--- src/rtl/cpu6502_interrupt_sequencer_pkg.sv ---
// rtl/cpu6502_interrupt_sequencer_pkg.sv - shared encodings for the 6502 interrupt entry sequencer
package cpu6502_interrupt_pkg;

    typedef enum logic [2:0] {
        SRC_NONE  = 3'd0,
        SRC_RESET = 3'd1,
        SRC_NMI   = 3'd2,
        SRC_IRQ   = 3'd3,
        SRC_BRK   = 3'd4
    } src_e;

    typedef enum logic {
        ST_IDLE = 1'b0,
        ST_SEQ  = 1'b1
    } state_e;

    localparam logic [2:0] STEP_DUMMY0    = 3'd0;
    localparam logic [2:0] STEP_DUMMY1    = 3'd1;
    localparam logic [2:0] STEP_PUSH_PCH  = 3'd2;
    localparam logic [2:0] STEP_PUSH_PCL  = 3'd3;
    localparam logic [2:0] STEP_PUSH_P    = 3'd4;
    localparam logic [2:0] STEP_VECTOR_LO = 3'd5;
    localparam logic [2:0] STEP_VECTOR_HI = 3'd6;

    localparam logic [1:0] SEL_PCH = 2'd0;
    localparam logic [1:0] SEL_PCL = 2'd1;
    localparam logic [1:0] SEL_P   = 2'd2;

    localparam logic [15:0] DEFAULT_VECTOR_NMI   = 16'hFFFA;
    localparam logic [15:0] DEFAULT_VECTOR_RESET = 16'hFFFC;
    localparam logic [15:0] DEFAULT_VECTOR_IRQ   = 16'hFFFE;

    // Steps during which a late NMI can still take over the vector fetch.
    function automatic logic in_hijack_window(input logic [2:0] step);
        return (step == STEP_DUMMY0) || (step == STEP_DUMMY1) ||
               (step == STEP_PUSH_PCH) || (step == STEP_PUSH_PCL);
    endfunction

endpackage

--- src/rtl/cpu6502_interrupt_sequencer_if.sv ---
// rtl/cpu6502_interrupt_sequencer_if.sv - core <-> interrupt sequencer control bundle
interface cpu6502_interrupt_sequencer_if;
    logic        enable;
    logic        interrupt_N;
    logic        nonMaskableInterrupt_N;
    logic        interruptDisableFlag;
    logic        instructionBoundary;
    logic        brkDecoded;
    logic        busy;
    logic [2:0]  sequenceStep;
    logic        stackWrite;
    logic [1:0]  stackSelect;
    logic        pushBreakFlag;
    logic        vectorFetch;
    logic [15:0] vectorAddress;
    logic        incrementPc;
    logic        setInterruptDisable;
    logic        sequenceDone;

    modport master (
        output enable, interrupt_N, nonMaskableInterrupt_N, interruptDisableFlag,
               instructionBoundary, brkDecoded,
        input  busy, sequenceStep, stackWrite, stackSelect, pushBreakFlag, vectorFetch,
               vectorAddress, incrementPc, setInterruptDisable, sequenceDone
    );

    modport slave (
        input  enable, interrupt_N, nonMaskableInterrupt_N, interruptDisableFlag,
               instructionBoundary, brkDecoded,
        output busy, sequenceStep, stackWrite, stackSelect, pushBreakFlag, vectorFetch,
               vectorAddress, incrementPc, setInterruptDisable, sequenceDone
    );
endinterface

--- src/rtl/cpu6502_interrupt_sequencer_nmi_edge_detect.sv ---
// rtl/cpu6502_interrupt_sequencer_nmi_edge_detect.sv - NMI falling-edge detector with pending latch
module cpu6502_nmi_edge_detect (
    input  logic clock,
    input  logic reset_N,
    input  logic nmi_n,
    input  logic clear,
    output logic pending
);
    logic sample_q, sample_d;
    logic pending_q, pending_d;

    // A fresh edge wins over a simultaneous clear so it is never lost.
    always_comb begin
        sample_d  = nmi_n;
        pending_d = pending_q;
        if (sample_q && !nmi_n) begin
            pending_d = 1'b1;
        end else if (clear) begin
            pending_d = 1'b0;
        end
    end

    always_ff @(posedge clock or negedge reset_N) begin
        if (!reset_N) begin
            sample_q  <= 1'b1;
            pending_q <= 1'b0;
        end else begin
            sample_q  <= sample_d;
            pending_q <= pending_d;
        end
    end

    assign pending = pending_q;
endmodule

--- src/rtl/cpu6502_interrupt_sequencer.sv ---
// rtl/cpu6502_interrupt_sequencer.sv - RESET/NMI/IRQ/BRK arbitration and 7-step entry sequence
// CPU6502_NMI_HIJACK_EN lets an NMI arriving early in an IRQ/BRK entry steal its vector.
module cpu6502_interrupt_sequencer
    import cpu6502_interrupt_pkg::*;
#(
    parameter logic [15:0] VECTOR_NMI   = DEFAULT_VECTOR_NMI,
    parameter logic [15:0] VECTOR_RESET = DEFAULT_VECTOR_RESET,
    parameter logic [15:0] VECTOR_IRQ   = DEFAULT_VECTOR_IRQ
) (
    input  logic                          clock,
    input  logic                          reset_N,
    cpu6502_interrupt_sequencer_if.slave  bus
);
    state_e     state_q, state_d;
    logic [2:0] step_q, step_d;
    src_e       src_q, src_d;
    logic       reset_pending_q, reset_pending_d;
    src_e       arb_src;
    logic       nmi_pending;
    logic       nmi_clear;
    logic       irq_active;
    logic       hijack;
    logic [15:0] vec_base;

    assign irq_active = !bus.interrupt_N && !bus.interruptDisableFlag;

    // The pending NMI is consumed as the sequence moves into its low vector fetch.
    assign nmi_clear = bus.enable && (state_q == ST_SEQ) && (step_q == STEP_PUSH_P) &&
                       ((src_q == SRC_NMI) || hijack);

    cpu6502_nmi_edge_detect u_nmi_edge (
        .clock   (clock),
        .reset_N (reset_N),
        .nmi_n   (bus.nonMaskableInterrupt_N),
        .clear   (nmi_clear),
        .pending (nmi_pending)
    );

`ifdef CPU6502_NMI_HIJACK_EN
    logic hijack_q, hijack_d;

    always_comb begin
        hijack_d = hijack_q;
        if (bus.enable) begin
            if (state_q == ST_IDLE) begin
                hijack_d = 1'b0;
            end else if (((src_q == SRC_IRQ) || (src_q == SRC_BRK)) &&
                         in_hijack_window(step_q) && nmi_pending) begin
                hijack_d = 1'b1;
            end
        end
    end

    always_ff @(posedge clock or negedge reset_N) begin
        if (!reset_N) begin
            hijack_q <= 1'b0;
        end else begin
            hijack_q <= hijack_d;
        end
    end

    assign hijack = hijack_q;
`else
    assign hijack = 1'b0;
`endif

    always_comb begin
        arb_src = SRC_NONE;
        if (reset_pending_q) begin
            arb_src = SRC_RESET;
        end else if (nmi_pending) begin
            arb_src = SRC_NMI;
        end else if (irq_active) begin
            arb_src = SRC_IRQ;
        end else if (bus.brkDecoded) begin
            arb_src = SRC_BRK;
        end
    end

    always_ff @(posedge clock or negedge reset_N) begin
        if (!reset_N) begin
            state_q         <= ST_IDLE;
            step_q          <= STEP_DUMMY0;
            src_q           <= SRC_NONE;
            reset_pending_q <= 1'b1;
        end else begin
            state_q         <= state_d;
            step_q          <= step_d;
            src_q           <= src_d;
            reset_pending_q <= reset_pending_d;
        end
    end

    always_comb begin
        state_d         = state_q;
        step_d          = step_q;
        src_d           = src_q;
        reset_pending_d = reset_pending_q;
        if (bus.enable) begin
            case (state_q)
                ST_IDLE: begin
                    if (bus.instructionBoundary && (arb_src != SRC_NONE)) begin
                        state_d = ST_SEQ;
                        step_d  = STEP_DUMMY0;
                        src_d   = arb_src;
                    end
                end
                ST_SEQ: begin
                    if (step_q == STEP_VECTOR_HI) begin
                        state_d = ST_IDLE;
                        step_d  = STEP_DUMMY0;
                        if (src_q == SRC_RESET) begin
                            reset_pending_d = 1'b0;
                        end
                    end else begin
                        step_d = step_q + 3'd1;
                    end
                end
                default: state_d = ST_IDLE;
            endcase
        end
    end

    always_comb begin
        vec_base = VECTOR_IRQ;
        if (src_q == SRC_RESET) begin
            vec_base = VECTOR_RESET;
        end else if ((src_q == SRC_NMI) || hijack) begin
            vec_base = VECTOR_NMI;
        end
    end

    always_comb begin
        bus.busy                = 1'b0;
        bus.sequenceStep        = STEP_DUMMY0;
        bus.stackWrite          = 1'b0;
        bus.stackSelect         = SEL_PCH;
        bus.pushBreakFlag       = 1'b0;
        bus.vectorFetch         = 1'b0;
        bus.vectorAddress       = VECTOR_RESET;
        bus.incrementPc         = 1'b0;
        bus.setInterruptDisable = 1'b0;
        bus.sequenceDone        = 1'b0;
        if (state_q == ST_SEQ) begin
            bus.busy         = 1'b1;
            bus.sequenceStep = step_q;
            bus.incrementPc  = (step_q == STEP_DUMMY0) && (src_q == SRC_BRK);
            case (step_q)
                STEP_PUSH_PCH: begin
                    bus.stackSelect = SEL_PCH;
                    bus.stackWrite  = (src_q != SRC_RESET);
                end
                STEP_PUSH_PCL: begin
                    bus.stackSelect = SEL_PCL;
                    bus.stackWrite  = (src_q != SRC_RESET);
                end
                STEP_PUSH_P: begin
                    bus.stackSelect   = SEL_P;
                    bus.stackWrite    = (src_q != SRC_RESET);
                    bus.pushBreakFlag = (src_q == SRC_BRK);
                end
                STEP_VECTOR_LO: begin
                    bus.vectorFetch         = 1'b1;
                    bus.vectorAddress       = vec_base;
                    bus.setInterruptDisable = 1'b1;
                end
                STEP_VECTOR_HI: begin
                    bus.vectorFetch   = 1'b1;
                    bus.vectorAddress = vec_base + 16'd1;
                    bus.sequenceDone  = 1'b1;
                end
                default: ;
            endcase
        end
    end
endmodule

--- src/flat_wrapper.sv ---
// flat-port wrapper written by rule: the top's interface ports become plain ports
module cpu6502_interrupt_sequencer_flat import cpu6502_interrupt_pkg::*;
#(
    parameter logic [15:0] VECTOR_NMI   = DEFAULT_VECTOR_NMI,
    parameter logic [15:0] VECTOR_RESET = DEFAULT_VECTOR_RESET,
    parameter logic [15:0] VECTOR_IRQ   = DEFAULT_VECTOR_IRQ
)
  (clock, reset_N, bus_enable, bus_interrupt_N, bus_nonMaskableInterrupt_N, bus_interruptDisableFlag, bus_instructionBoundary, bus_brkDecoded, bus_busy, bus_sequenceStep, bus_stackWrite, bus_stackSelect, bus_pushBreakFlag, bus_vectorFetch, bus_vectorAddress, bus_incrementPc, bus_setInterruptDisable, bus_sequenceDone);
  cpu6502_interrupt_sequencer_if bus_i ();
  input  logic clock;
  input  logic reset_N;
  input wire logic [$bits(bus_i.enable)-1:0] bus_enable;
  input wire logic [$bits(bus_i.interrupt_N)-1:0] bus_interrupt_N;
  input wire logic [$bits(bus_i.nonMaskableInterrupt_N)-1:0] bus_nonMaskableInterrupt_N;
  input wire logic [$bits(bus_i.interruptDisableFlag)-1:0] bus_interruptDisableFlag;
  input wire logic [$bits(bus_i.instructionBoundary)-1:0] bus_instructionBoundary;
  input wire logic [$bits(bus_i.brkDecoded)-1:0] bus_brkDecoded;
  output wire logic [$bits(bus_i.busy)-1:0] bus_busy;
  output wire logic [$bits(bus_i.sequenceStep)-1:0] bus_sequenceStep;
  output wire logic [$bits(bus_i.stackWrite)-1:0] bus_stackWrite;
  output wire logic [$bits(bus_i.stackSelect)-1:0] bus_stackSelect;
  output wire logic [$bits(bus_i.pushBreakFlag)-1:0] bus_pushBreakFlag;
  output wire logic [$bits(bus_i.vectorFetch)-1:0] bus_vectorFetch;
  output wire logic [$bits(bus_i.vectorAddress)-1:0] bus_vectorAddress;
  output wire logic [$bits(bus_i.incrementPc)-1:0] bus_incrementPc;
  output wire logic [$bits(bus_i.setInterruptDisable)-1:0] bus_setInterruptDisable;
  output wire logic [$bits(bus_i.sequenceDone)-1:0] bus_sequenceDone;
  assign bus_i.enable = bus_enable;
  assign bus_i.interrupt_N = bus_interrupt_N;
  assign bus_i.nonMaskableInterrupt_N = bus_nonMaskableInterrupt_N;
  assign bus_i.interruptDisableFlag = bus_interruptDisableFlag;
  assign bus_i.instructionBoundary = bus_instructionBoundary;
  assign bus_i.brkDecoded = bus_brkDecoded;
  assign bus_busy = bus_i.busy;
  assign bus_sequenceStep = bus_i.sequenceStep;
  assign bus_stackWrite = bus_i.stackWrite;
  assign bus_stackSelect = bus_i.stackSelect;
  assign bus_pushBreakFlag = bus_i.pushBreakFlag;
  assign bus_vectorFetch = bus_i.vectorFetch;
  assign bus_vectorAddress = bus_i.vectorAddress;
  assign bus_incrementPc = bus_i.incrementPc;
  assign bus_setInterruptDisable = bus_i.setInterruptDisable;
  assign bus_sequenceDone = bus_i.sequenceDone;
  cpu6502_interrupt_sequencer #(.VECTOR_NMI(VECTOR_NMI), .VECTOR_RESET(VECTOR_RESET), .VECTOR_IRQ(VECTOR_IRQ)) u_core (.clock(clock), .reset_N(reset_N), .bus(bus_i));
endmodule
--- config.mk ---
export PLATFORM = sky130hd
export DESIGN_NAME = cpu6502_interrupt_sequencer_flat
export DESIGN_NICKNAME = d
export VERILOG_FILES = /design/src/rtl/cpu6502_interrupt_sequencer_pkg.sv /design/src/rtl/cpu6502_interrupt_sequencer_if.sv /design/src/rtl/cpu6502_interrupt_sequencer_nmi_edge_detect.sv /design/src/rtl/cpu6502_interrupt_sequencer.sv /design/src/flat_wrapper.sv
export SDC_FILE = /design/constraint.sdc
export NUM_CORES = 1
export LEC_CHECK = 0
export CORE_ASPECT_RATIO = 0.8
export CORE_MARGIN = 2
export CORE_UTILIZATION = 39
export DETAILED_ROUTE_END_ITERATION = 10
export PLACE_DENSITY = 0.83
export SLEW_MARGIN = 20
export SYNTH_ARGS = -nofsm -noshare
export SYNTH_HDL_FRONTEND = slang
export SYNTH_SLANG_ARGS = --single-unit
--- constraint.sdc ---
create_clock -name clock -period 1.3 [get_ports clock]
set_input_delay 0.26 -clock clock [delete_from_list [all_inputs] [get_ports clock]]
set_output_delay 0.26 -clock clock [all_outputs]
set_load 0.05 [all_outputs]
==> results of run 1 <==
## sequential cells by signal, summed over array words and instances (netlist names)
| register | cells |
|---|---|
| u_core.reset_pending_q | 1 |
| u_core.src_q | 3 |
| u_core.state_q | 1 |
| u_core.step_q | 3 |
| u_core.u_nmi_edge.pending | 1 |
| u_core.u_nmi_edge.sample_q | 1 |
## cells by family (layout without fill, tap and decap cells)
| logic type | after synthesis | count (layout) | share of synthesized area |
|---|---|---|---|
| simple gates | 32 | 32 | 0.2368 |
| buf+inv | 24 | 60 | 0.2078 |
| compound gates | 16 | 16 | 0.1380 |
| flops | 10 | 10 | 0.3441 |
| xor+xnor | 2 | 2 | 0.02385 |
| mux | 2 | 2 | 0.02726 |
| fa+ha+maj | 1 | 1 | 0.01703 |
| other cells | 1 | 13 | 0.005106 |
## metal layers
| layer | track usage | wire length (um) | up-vias |
|---|---|---|---|
| met5 | 0 | 0 | - |
| met4 | 0.1179 | 42 | 0 |
| met3 | 0.02817 | 134 | 4 |
| met2 | 0.3800 | 1473 | 37 |
| met1 | 0.2539 | 1144 | 391 |
| li1 | - | - | 374 |
## power by group
group | internal, W | switching, W | leakage (nW) | total, W
registers | 0.000421 | 0.000151 | 0.107 | 0.000572
clock network | 0.000118 | 0.0000971 | 0.0150 | 0.000215
logic | 0.00151 | 0.00179 | 0.527 | 0.00330
total | 0.00205 | 0.00203 | 0.649 | 0.00409
## repair_timing
action	in CTS	in global routing
setup buffers	4	4
gates resized for setup	11	22
endpoints found under the setup margin	18	24
pin swaps	6	7
## cell type report
type	count	area [um^2]	area share
timing repair buffer	49	599.3	0.3936
multi-input combinational	66	579.3	0.3804
sequential	10	257.7	0.1693
inverter	7	30.03	0.01972
tap	24	30.03	0.01972
clock buffer	4	26.28	0.01726
## critical path: stages (launching register included)
cell     delay (ns)
dfrtp_2        0.46
buf_4          0.17
xor2_2         0.14
a21oi_2        0.09
nor3_4         0.23
buf_12         0.17
## stage by stage
step / cells / cell area, um^2 / util
3_5_place_dp: 150 / 1321 / 0.7253
2_1_floorplan: 100 / 899.6 / -
3_3_place_gp: 150 / 1321 / 0.7253
4_1_cts: 158 / 1403 / 0.7699
6_report: 160 / 1523 / 0.8359
5_1_grt: 160 / 1523 / 0.8359
## placed cells by master, fill, tap and decap left out, drive strengths merged, types with 2 or more instances in the layout
cell type,instances
buf,42
conb,13
nor2,9
dfrtp,8
clkdlybuf4s50,7
inv,6
a21oi,5
nor3,4
clkbuf,4
nand2,4
nor3b,3
o21ai,3
nor4,2
mux2i,2
dfstp,2
nand3,2
a31oi,2
o22ai,2
## worst paths after layout
| check | from | cells after the start | to |
|---|---|---|---|
| worst min-delay path | reset_N | 1 | u_core.src_q[2]$_DFFE_PN0P_ |
| worst min register to register | u_core.reset_pending_q$_DFFE_PN1P_ | 1 | u_core.reset_pending_q$_DFFE_PN1P_ |
| min in group clock | bus_nonMaskableInterrupt_N | 1 | u_core.u_nmi_edge.sample_q$_DFF_PN1_ |
| worst max-delay path | u_core.step_q[1]$_DFFE_PN0P_ | 5 | bus_stackWrite |
| max in group asynchronous | reset_N | 1 | u_core.u_nmi_edge.sample_q$_DFF_PN1_ |
| worst max register to register | u_core.state_q$_DFFE_PN0P_ | 6 | u_core.src_q[1]$_DFFE_PN0P_ |
==> results.yml, run 1 <==
critical_path:
  crit_path_start_kind: "flop"
  crit_required_ns: 1.04
  r2r_setup_slack_ns: -0.11
  cp_max_fo: 5
  worst_ep_arrival_time_ns: 1.52
  critPathKind: "flop to output pin"
  cp-end-kind: "output pin"
die:
  core_um2: 1822
  dieArea_um2: 2249
  die_w_um: 52.52
  ioPinCount: 36
  num_rows: 14
  initial_core_util: 0.4032
  die_h_um: 42.82
detailed_routing:
  wl_um: 2795
  drcViolationCount: 0
  ant_nets: 0
  via_per_inst: 5.038
  drt_iter0_drc: 14
  wl_per_cell_um: 17.47
  dr_total_vias: 806
  dr.pass1.iters: 4
power:
  power_w: 0.004088
  power_density_nw_per_um2: 2684
  p_leak_nw: 0.6490
  irDropWorstVdd_mv: 1.581
sta:
  rsz0062_at_grt: "true"
  layout_setup_ws_ns: -0.4772
  holdWs_ns: 0.3062
  fin_crit_sh: 1.367
  drv_slew: 0
  setup_violations: 20
  worst_clock_skew_ns: 0.009853
  finalHoldViolCount: 0
  fmax_mhz: 562.7
  layout_min_cycle_time_ns: 1.777
  finalSetupTns_ns: -5.230
place:
  gp_congestion: 0.9196
  place_hpwl_um: 1685
  port_buffers: 22
  dp_slack_ns: -0.2191
global_route:
  antenna_found_initial: 0
  grt_pass1_wl_um: 3615
  grt_usage: 0.2177
  grt_pass1_vias: 788
  grt_max_degree: 11
  grt_overflow: 0
yosys:
  synth_cell_types: 34
  synth_common_cells: "buf_4 (14), nor2_1 (9), dfrtp_1 (8)"
  ys_warn_count: 0
  synthFlopType: "dfrtp_1"
  async_flop_share: 1.000
  netlist.area_leader.share: 0.2726
  synth.cell_area_um2: 734.5
  ys_seq_area_frac: 0.3441
  synth-edff-count: 0
  ys_top_cells_by_area: "dfrtp_1 (27%), buf_4 (14%), dfstp_2 (7.2%), nor2_1 (4.6%), inv_1 (3.6%)"
  ys_ff_latch: 10
  yosysTopAreaCell: "dfrtp_1"
  yosysMostFrequentCell: "buf_4"
  postSynthAreaPerCell_um2: 8.346
  synthCells: 88
clock_network:
  cts_max_path_buffers: 2
  root_buffer: "clkbuf_4"
  cts_hold_buf: 0
  cts_made_buffers: 3
  cts.sinks: 10
  cts_tree: "done"
  htreeDepth: 1
  worstSkewPairLatency_ns: 0.26
  clk_pin_slew_ns: 0.07
layout:
  fin_nets: 146
  drive_above_1_share: 0.6176
  diodes: 0
  syn2layout_area_growth_pct: 107.3
  fillerInstances: 96
hold_path:
  hold_path_class: "input pin to async pin"
outcome:
  violations: "setup timing"
  status: "finished, violations left"
run:
  drv_cap: 0
Note: power is estimated with default switching activity, not from simulation.
==> run 2: changes to the inputs <==
PLACE_DENSITY = 0.84   (was 0.83)
==> run 2 against run 1 <==
Against the previous run: the run still ends with setup timing left; non-clock buffer count is 9 higher; design area increased by 4.9%; utilization increased by 4.1 points; final cell count rose by 5.6%; maximum frequency grew 1.1%; routed wire length increased by 18%; first-iteration DRC count rose to 3.4 times the previous value; combinational power grew 4%.
==> results.yml, run 2 (synthesized netlist as in run 1, its figures left out) <==
global_route:
  grt_pass1_vias: 877
  grt_usage: 0.2593
  antenna_found_initial: 0
  grt_max_degree: 11
  grt_overflow: 0
  grt_pass1_wl_um: 4188
sta:
  setup_violations: 24
  layout_setup_ws_ns: -0.4578
  worst_clock_skew_ns: 0.01300
  holdWs_ns: 0.3041
  finalHoldViolCount: 0
  drv_slew: 0
  layout_min_cycle_time_ns: 1.758
  fmax_mhz: 568.9
  rsz0062_at_grt: "true"
  fin_crit_sh: 1.352
critical_path:
  reg2reg_from: "u_core.step_q[1]$_DFFE_PN0P_"
  rr_worst_depth: 6
  cp-end-kind: "output pin"
  critPathKind: "flop to output pin"
  crit_required_ns: 1.04
  r2r_setup_slack_ns: -0.23
  worst_ep_arrival_time_ns: 1.50
  cp_max_fo: 4
  r2r-end: "u_core.u_nmi_edge.pending$_DFFE_PN0P_"
  crit_path_start_kind: "flop"
run:
  drv_cap: 0
layout:
  syn2layout_area_growth_pct: 117.5
  final_common_cell: "buf_4"
  layout_common_cells: "buf_4 (29), buf_12 (15), conb_1 (13), clkdlybuf4s50_1 (7), buf_6 (7)"
  fin_cells: 169
  post-route-cell-area_um2: 1598
  fin_nets: 155
  drive_above_1_share: 0.6552
  reg.largest.list: "u_core.src_q (3), u_core.step_q (3)"
  diodes: 0
power:
  irDropWorstVdd_mv: 1.803
  power_density_nw_per_um2: 2707
  p_leak_nw: 0.6897
die:
  die_h_um: 42.82
  dieArea_um2: 2249
  die_w_um: 52.52
  core_um2: 1822
  num_rows: 14
  initial_core_util: 0.4032
  ioPinCount: 36
detailed_routing:
  drt_iter0_drc: 47
  via_per_inst: 5.414
  dr.pass1.iters: 6
  wl_per_cell_um: 19.47
  drcViolationCount: 0
  dr_total_vias: 915
  wl_um: 3291
  ant_nets: 0
outcome:
  status: "finished, violations left"
  violations: "setup timing"
place:
  gp_congestion: 0.8698
  detailed_place.area_um2: 1336
  dp_cells: 152
  place_hpwl_um: 1919
  port_buffers: 22
clock_network:
  clk_pin_slew_ns: 0.08
  cts_hold_buf: 0
  cts_max_path_buffers: 2
  worstSkewPairLatency_ns: 0.28
  cts_tree: "done"
  cts.sinks: 10
  cts_made_buffers: 3
  htreeDepth: 1
  root_buffer: "clkbuf_4"
hold_path:
  hold_path_class: "input pin to async pin"
[run 2: stage by stage]
| step | util | setup WS [ns] | total power, W | TNS [ns] |
|---|---|---|---|---|
| global placement | 0.7335 | -0.1573 | 0.003293 | -1.420 |
| finish | 0.8771 | -0.4578 | 0.004325 | -6.091 |
| floorplan | - | -0.4198 | 0.002137 | -3.283 |
| global route | 0.8771 | -0.5012 | 0.004469 | -6.769 |
| CTS | 0.8201 | -0.4261 | 0.003977 | -4.991 |
| detailed placement | 0.7335 | -0.2583 | 0.003415 | -2.447 |
[run 2: timing repair]
| item | in CTS | in global routing |
|---|---|---|
| resized for setup | 18 | 16 |
| endpoints found under the setup margin | 20 | 24 |
| cloned | 0 | 0 |
| buffers inserted | 8 | 8 |
| pin swaps | 8 | 6 |
[run 2: worst max-delay path by stage]
stage,start,endpoint,slack [ns],cells after the start
after floorplan,u_core.state_q$_DFFE_PN0P_,bus_incrementPc,-0.42,3
after global placement,bus_interruptDisableFlag,u_core.step_q[1]$_DFFE_PN0P_,-0.16,4
after detailed placement,u_core.step_q[1]$_DFFE_PN0P_,bus_stackWrite,-0.26,6
after CTS,u_core.step_q[0]$_DFFE_PN0P_,bus_stackWrite,-0.43,6
after global routing,u_core.step_q[0]$_DFFE_PN0P_,bus_pushBreakFlag,-0.50,5
final,u_core.step_q[0]$_DFFE_PN0P_,bus_pushBreakFlag,-0.46,5
[run 2: cell type report]
class,instances,area (um^2)
clock buffer,4,36.28
timing repair buffer,58,666.9
fill,89,224.0
multi-input combinational,66,573.1
sequential,10,257.7
inverter,7,33.78
tap,24,30.03
[run 2: per-layer routing]
layer | global-route usage | part of all wire | vias up
met1 | 0.2978 | 0.38 | 443
met3 | 0.05634 | 0.081 | 10
met5 | 0 | 0 | -
met2 | 0.4750 | 0.51 | 68
li1 | - | - | 394
met4 | 0.07179 | 0.025 | 0
[run 2: worst max-delay path, stage by stage, from the launching register on]
cell and delay (ns):
dfrtp_2 0.43, inv_2 0.10, nand4_1 0.09, buf_4 0.18
nor4_4 0.23, buf_12 0.18
[run 2: where the power goes]
part	internal [W]	total, W	switching (W)	leakage, nW
registers	0.000420	0.000600	0.000180	0.107
logic	0.00162	0.00343	0.00181	0.562
clock network	0.000170	0.000292	0.000122	0.0210
